--- src/rtl/uart_pkg.sv ---
// uart_pkg: ASCII constants and reporter FSM encoding shared by the UART transmit path.
package uart_pkg;
  localparam logic [7:0] ASCII_0    = 8'h30;
  localparam logic [7:0] ASCII_X    = 8'h78;
  localparam logic [7:0] ASCII_CR   = 8'h0D;
  localparam logic [7:0] ASCII_LF   = 8'h0A;
  localparam logic [7:0] ASCII_A_UP = 8'h41;
  localparam logic [7:0] ASCII_A_LO = 8'h61;
  typedef enum logic [2:0] {
    IDLE, LOAD, WAIT_RDY, FIRE, GUARD, WAIT_DONE, DONE
  } state_t;
endpackage

--- src/rtl/hex_nibble_ascii.sv ---
// hex_nibble_ascii: maps a nibble to its ASCII hex digit, upper or lower case.
module hex_nibble_ascii
  import uart_pkg::*;
(
  input  logic [3:0] nibble,
  input  logic       upper,
  output logic [7:0] ascii
);
  always_comb ascii = (nibble < 4'd10) ? ASCII_0 + {4'd0, nibble}
                    : (upper ? ASCII_A_UP : ASCII_A_LO) + {4'd0, nibble} - 8'd10;
endmodule

--- src/rtl/uart_hex_reporter.sv ---
// uart_hex_reporter: streams "0x" + two hex digits (+ optional CR LF) of a byte into a UART transmitter.
module uart_hex_reporter
  import uart_pkg::*;
#(
  parameter bit HEX_UPPER    = 1'b1,
  parameter bit APPEND_CRLF  = 1'b1,
  parameter int GUARD_CYCLES = 2
) (
  input  logic       clk_i,
  input  logic       rst_i,
  input  logic [7:0] value_i,
  input  logic       send_i,
  output logic       busy_o,
  output logic       done_o,
  output logic [7:0] tx_data_o,
  output logic       tx_trigger_o,
  input  logic       tx_ready_i
);
  localparam logic [2:0] LAST = APPEND_CRLF ? 3'd5 : 3'd3;
  state_t state_q, state_d;
  logic [2:0] idx_q, idx_d;
  logic [7:0] val_q, val_d;
  logic [3:0] cnt_q, cnt_d;
  logic [7:0] hi, lo, byte_d;
  // Digits are built from the next-cycle value so LOAD presents the byte immediately.
  hex_nibble_ascii u_hi (.nibble(val_d[7:4]), .upper(HEX_UPPER), .ascii(hi));
  hex_nibble_ascii u_lo (.nibble(val_d[3:0]), .upper(HEX_UPPER), .ascii(lo));
  always_ff @(posedge clk_i) begin
    if (rst_i) begin
      state_q      <= IDLE;
      idx_q        <= '0;
      val_q        <= '0;
      cnt_q        <= '0;
      tx_data_o    <= '0;
      tx_trigger_o <= 1'b0;
      busy_o       <= 1'b0;
      done_o       <= 1'b0;
    end else begin
      state_q      <= state_d;
      idx_q        <= idx_d;
      val_q        <= val_d;
      cnt_q        <= cnt_d;
      tx_data_o    <= (state_d == LOAD) ? byte_d : tx_data_o;
      tx_trigger_o <= state_d == FIRE;
      busy_o       <= state_d != IDLE;
      done_o       <= state_d == DONE;
    end
  end
  always_comb begin
    state_d = state_q;
    idx_d   = idx_q;
    val_d   = val_q;
    cnt_d   = cnt_q;
    case (state_q)
      IDLE: if (send_i) begin
        val_d   = value_i;
        idx_d   = '0;
        state_d = LOAD;
      end
      LOAD:     state_d = WAIT_RDY;
      WAIT_RDY: state_d = tx_ready_i ? FIRE : WAIT_RDY;
      FIRE: begin
        cnt_d   = GUARD_CYCLES[3:0];
        state_d = GUARD;
      end
      GUARD: begin
        cnt_d   = cnt_q - 4'd1;
        state_d = (cnt_q == 4'd1) ? WAIT_DONE : GUARD;
      end
      WAIT_DONE: if (tx_ready_i) begin
        idx_d   = (idx_q == LAST) ? idx_q : idx_q + 3'd1;
        state_d = (idx_q == LAST) ? DONE : LOAD;
      end
      default: state_d = IDLE;
    endcase
  end
  always_comb
    byte_d = (idx_d == 3'd0) ? ASCII_0
           : (idx_d == 3'd1) ? ASCII_X
           : (idx_d == 3'd2) ? hi
           : (idx_d == 3'd3) ? lo
           : (idx_d == 3'd4) ? ASCII_CR : ASCII_LF;
endmodule
--- config.mk ---
export PLATFORM = sky130hd
export DESIGN_NAME = uart_hex_reporter
export DESIGN_NICKNAME = d
export VERILOG_FILES = /design/src/rtl/uart_pkg.sv /design/src/rtl/hex_nibble_ascii.sv /design/src/rtl/uart_hex_reporter.sv
export SDC_FILE = /design/constraint.sdc
export NUM_CORES = 1
export LEC_CHECK = 0
export CORE_MARGIN = 2
export CORE_UTILIZATION = 30
export CTS_BUF_LIST = sky130_fd_sc_hd__clkbuf_8
export DETAILED_ROUTE_END_ITERATION = 7
export MAX_ROUTING_LAYER = met4
export SYNTH_ARGS = -nofsm -noshare
export SYNTH_HDL_FRONTEND = slang
export SYNTH_SLANG_ARGS = --single-unit
--- constraint.sdc ---
create_clock -name clk_i -period 3.66 [get_ports clk_i]
set_input_delay 1.098 -clock clk_i [delete_from_list [all_inputs] [get_ports clk_i]]
set_output_delay 1.098 -clock clk_i [all_outputs]
set_load 0.01 [all_outputs]
==> flow_summary_export.csv, run 1 <==
group,metric,value,unit
setup_path,critPathCaptureType,"flip-flop",
route,antenna_left,0,
clock_network,post_cts_resized,0,
power_and_ir_drop,intPower,583,uW
cells_and_area,final_cell_mix,"28 x dfxtp_1, 24 x nor2_1, 21 x clkdlybuf4s50_1, 18 x a21oi_1, 13 x nand2_1",
power_and_ir_drop,seq_power_share,43.1,%
logic_synthesis,netlist_area,0.00163,sq mm
grt,antenna_found_initial,0,
route,drt-initial-drc-count,86,
timing,setup_slack,0.463,ns
setup_path,worstSetupPathType,"in2reg",
route,wire_per_inst,13.1,um
die,die_width,77.7,um
logic_synthesis,ys_ff_latch,28,
grt,grt_pass1_vias,1408,
grt,grt_first_pass_wirelength,6490,um
power_and_ir_drop,power.density,411,mW/mm^2
timing,grt_setup_unrepaired,"no",
place,post-dp-hpwl,2830,um
timing,worstMarginPinSlew,0.517,ns
logic_synthesis,ys.warnings.count,0,
setup_path,arrival,3.40,ns
power_and_ir_drop,leakage,0.689,nW
clock_network,clockBufferDepth,2,
clock_network,hold_buffers,0,
clock_network,htree_levels,1,
die,initial_core_util,31.5,%
timing,fin_crit_sh,87.3,%
route,via_per_inst,5.15,
die,rows,26,
route,routed_wl,3730,um
die,die_area,0.00604,sq mm
logic_synthesis,syn_avg_cell_area,8.50,sq um
grt,grt_start_max_net_pins,20,
setup_path,start_kind,"primary input",
timing,slew_viol_final,0,
die,core_area,0.00517,sq mm
route,firstDrtPassIters,4,
logic_synthesis,yosysSeqAreaShare,34.4,%
clock_network,clkTransAtPathRegs,0.10,ns
timing,setup_viol,0,
clock_network,post-cts-setup-buffers,0,
cells_and_area,final_common_cell,"dfxtp_1",
power_and_ir_drop,peakVddDrop,0.216,mV
timing,setup-tns-final,0,ns
worst_hold_path,hold_class,"reg2reg",
die,die_y,77.7,um
clock_network,cts_buffers,3,
timing,fmax,313,MHz
setup_path,critPathRequiredTime,3.87,ns
grt,grt_usage,13.5,%
die,io_pins,23,
clock_network,clock-sinks,28,
timing,finalHoldViolCount,0,
logic_synthesis,syn_inst,192,
timing,clock_skew,0.00706,ns
power_and_ir_drop,p_comb_share,26.6,%
clock_network,cts_tree,"done",
setup_path,path_max_fanout,10,
logic_synthesis,syn-num-nets,210,
cells_and_area,n_fill_cell,520,
logic_synthesis,yosysTopAreaCell,"dfxtp_1",
power_and_ir_drop,swShare,29.0,%
route,drc,0,
timing,slew_headroom,65.5,%
clock_network,clk_latency,0.28,ns
logic_synthesis,yosys.area.top_type_share,34.4,%
cells_and_area,n_antenna_cell,0,
power_and_ir_drop,p_sw,238,uW
job,cap_violations,0,
cells_and_area,area_delta_synth_final,22.4,%
place,port-buffer-count,21,
power_and_ir_drop,clkPwrFrac,30.3,%
place,pre_cts_ws,0.180,ns
status,status,"completed",
cells_and_area,fin_nets,233,
logic_synthesis,synthTopCellsByArea,"dfxtp_1 34%, mux2i_1 6.7%, a21oi_1 5.5%, nor2_1 5.5%, ha_1 4.6%",
timing,min_period,3.20,ns
logic_synthesis,synth.distinct_cells,46,
grt,globalRouteOverflowTotal,0,
clock_network,root_buffer,"clkbuf_8",
route,vias,1463,
cells_and_area,drive_gt1_share,9.81,%
place,place_congestion,0.835,
-- per-stage QoR --
| step | hold WS [ns] | instance area [sq um] | power (mW) | util (%) | cells |
|---|---|---|---|---|---|
| floorplan | 0.476 | 1630 | 0.501 | - | 192 |
| CTS | 0.470 | 2000 | 0.833 | 38.6 | 284 |
| global route | 0.477 | 2000 | 0.870 | 38.6 | 284 |
| detailed placement | 0.449 | 1930 | 0.579 | 37.2 | 280 |
| global placement | 0.447 | 1930 | 0.576 | 37.2 | 280 |
| finish | 0.462 | 2000 | 0.821 | 38.6 | 284 |
-- power by group through the flow --
stage,logic [mW],registers (mW),clock network [mW]
final,0.218,0.354,0.249
after global routing,0.240,0.358,0.271
after CTS,0.219,0.354,0.260
after detailed placement,0.218,0.361,0
after global placement,0.215,0.361,0
after floorplan,0.148,0.354,0
-- worst paths after layout --
kind | end | start | depth (start not counted) | slack (ns)
worst max-delay path | tx_data_o[1] | send_i | 9 | 0.46
worst min-delay path | tx_data_o[5] | tx_data_o[5] | 2 | 0.46
worst max register to register | tx_data_o[1] | state_q[1] | 8 | 1.16
worst min register to register | tx_data_o[5] | tx_data_o[5] | 2 | 0.46
-- cells in the mapped netlist, drive strengths merged --
cell type / instances
dfxtp: 28
nor2: 24
a21oi: 18
nand2: 13
mux2i: 12
nor3: 11
o21ai: 10
buf: 8
a211oi: 6
a31oi: 6
ha: 6
nand3b: 6
inv: 5
and4b: 3
clkbuf: 3
mux2: 3
nand3: 3
o211ai: 3
or3: 3
a2111oi: 2
a221o: 2
and2: 2
a221oi: 1
a31o: 1
conb: 1
nand2b: 1
nand4: 1
nand4b: 1
nor2b: 1
nor4b: 1
o21a: 1
o22ai: 1
o311ai: 1
o31ai: 1
or4b: 1
xnor2: 1
xor2: 1
-- logic make-up after synthesis --
family                   synth area share [%]
other                                   0.230
buffers and inverters                    5.44
adder cells (fa/ha/maj)                  4.60
XOR/XNOR                                 1.07
AO/OA/AOI/OAI                            21.7
flip-flops                               34.4
multiplexers                             10.2
AND/OR/NAND/NOR                          22.4
-- metal layers --
| layer | vias to the layer above | part of all wire [%] | track usage, % |
|---|---|---|---|
| met5 | - | 0 | - |
| met4 | 0 | 1.4 | 4.11 |
| met3 | 6 | 3.1 | 2.91 |
| met2 | 21 | 46 | 20.4 |
| met1 | 689 | 50 | 18.1 |
| li1 | 747 | - | - |
-- worst max-delay path, cell delays in order --
cell	delay [ns]
clkdlybuf4s50_1	0.50
nor4b_2	0.20
buf_4	0.23
mux2i_1	0.31
ha_1	0.29
a221o_1	0.31
a21oi_1	0.14
o22ai_1	0.10
a211oi_2	0.22
-- registers in the layout, summed over array words and instances (netlist names) --
name	cells
busy_o	1
val_q	8
cnt_q	4
done_o	1
tx_data_o	7
state_q	3
tx_trigger_o	1
idx_q	3
-- final cells by class --
| class | instances | area (sq um) | area share (%) |
|---|---|---|---|
| well taps | 70 | 87.6 | 4.39 |
| clock inverters | 1 | 30.0 | 1.50 |
| multi-input cells | 148 | 988 | 49.5 |
| repair buffers | 29 | 270 | 13.5 |
| flip-flops and latches | 28 | 561 | 28.1 |
| clock buffers | 3 | 41.3 | 2.07 |
| inverters | 5 | 18.8 | 0.940 |
No activity file was read; power rests on OpenSTA's default activity.
==> inputs of run 2 (changes only) <==
--- a/config.mk
+++ b/config.mk
@@ -5,6 +5,7 @@
 export SDC_FILE = /design/constraint.sdc
 export NUM_CORES = 1
 export LEC_CHECK = 0
+export ABC_CLOCK_PERIOD_IN_PS = 3660
 export CORE_MARGIN = 2
 export CORE_UTILIZATION = 30
 export CTS_BUF_LIST = sky130_fd_sc_hd__clkbuf_8
==> results of run 2 <==
Same layout as run 1: the final DEF is identical, and so are final timing and power.
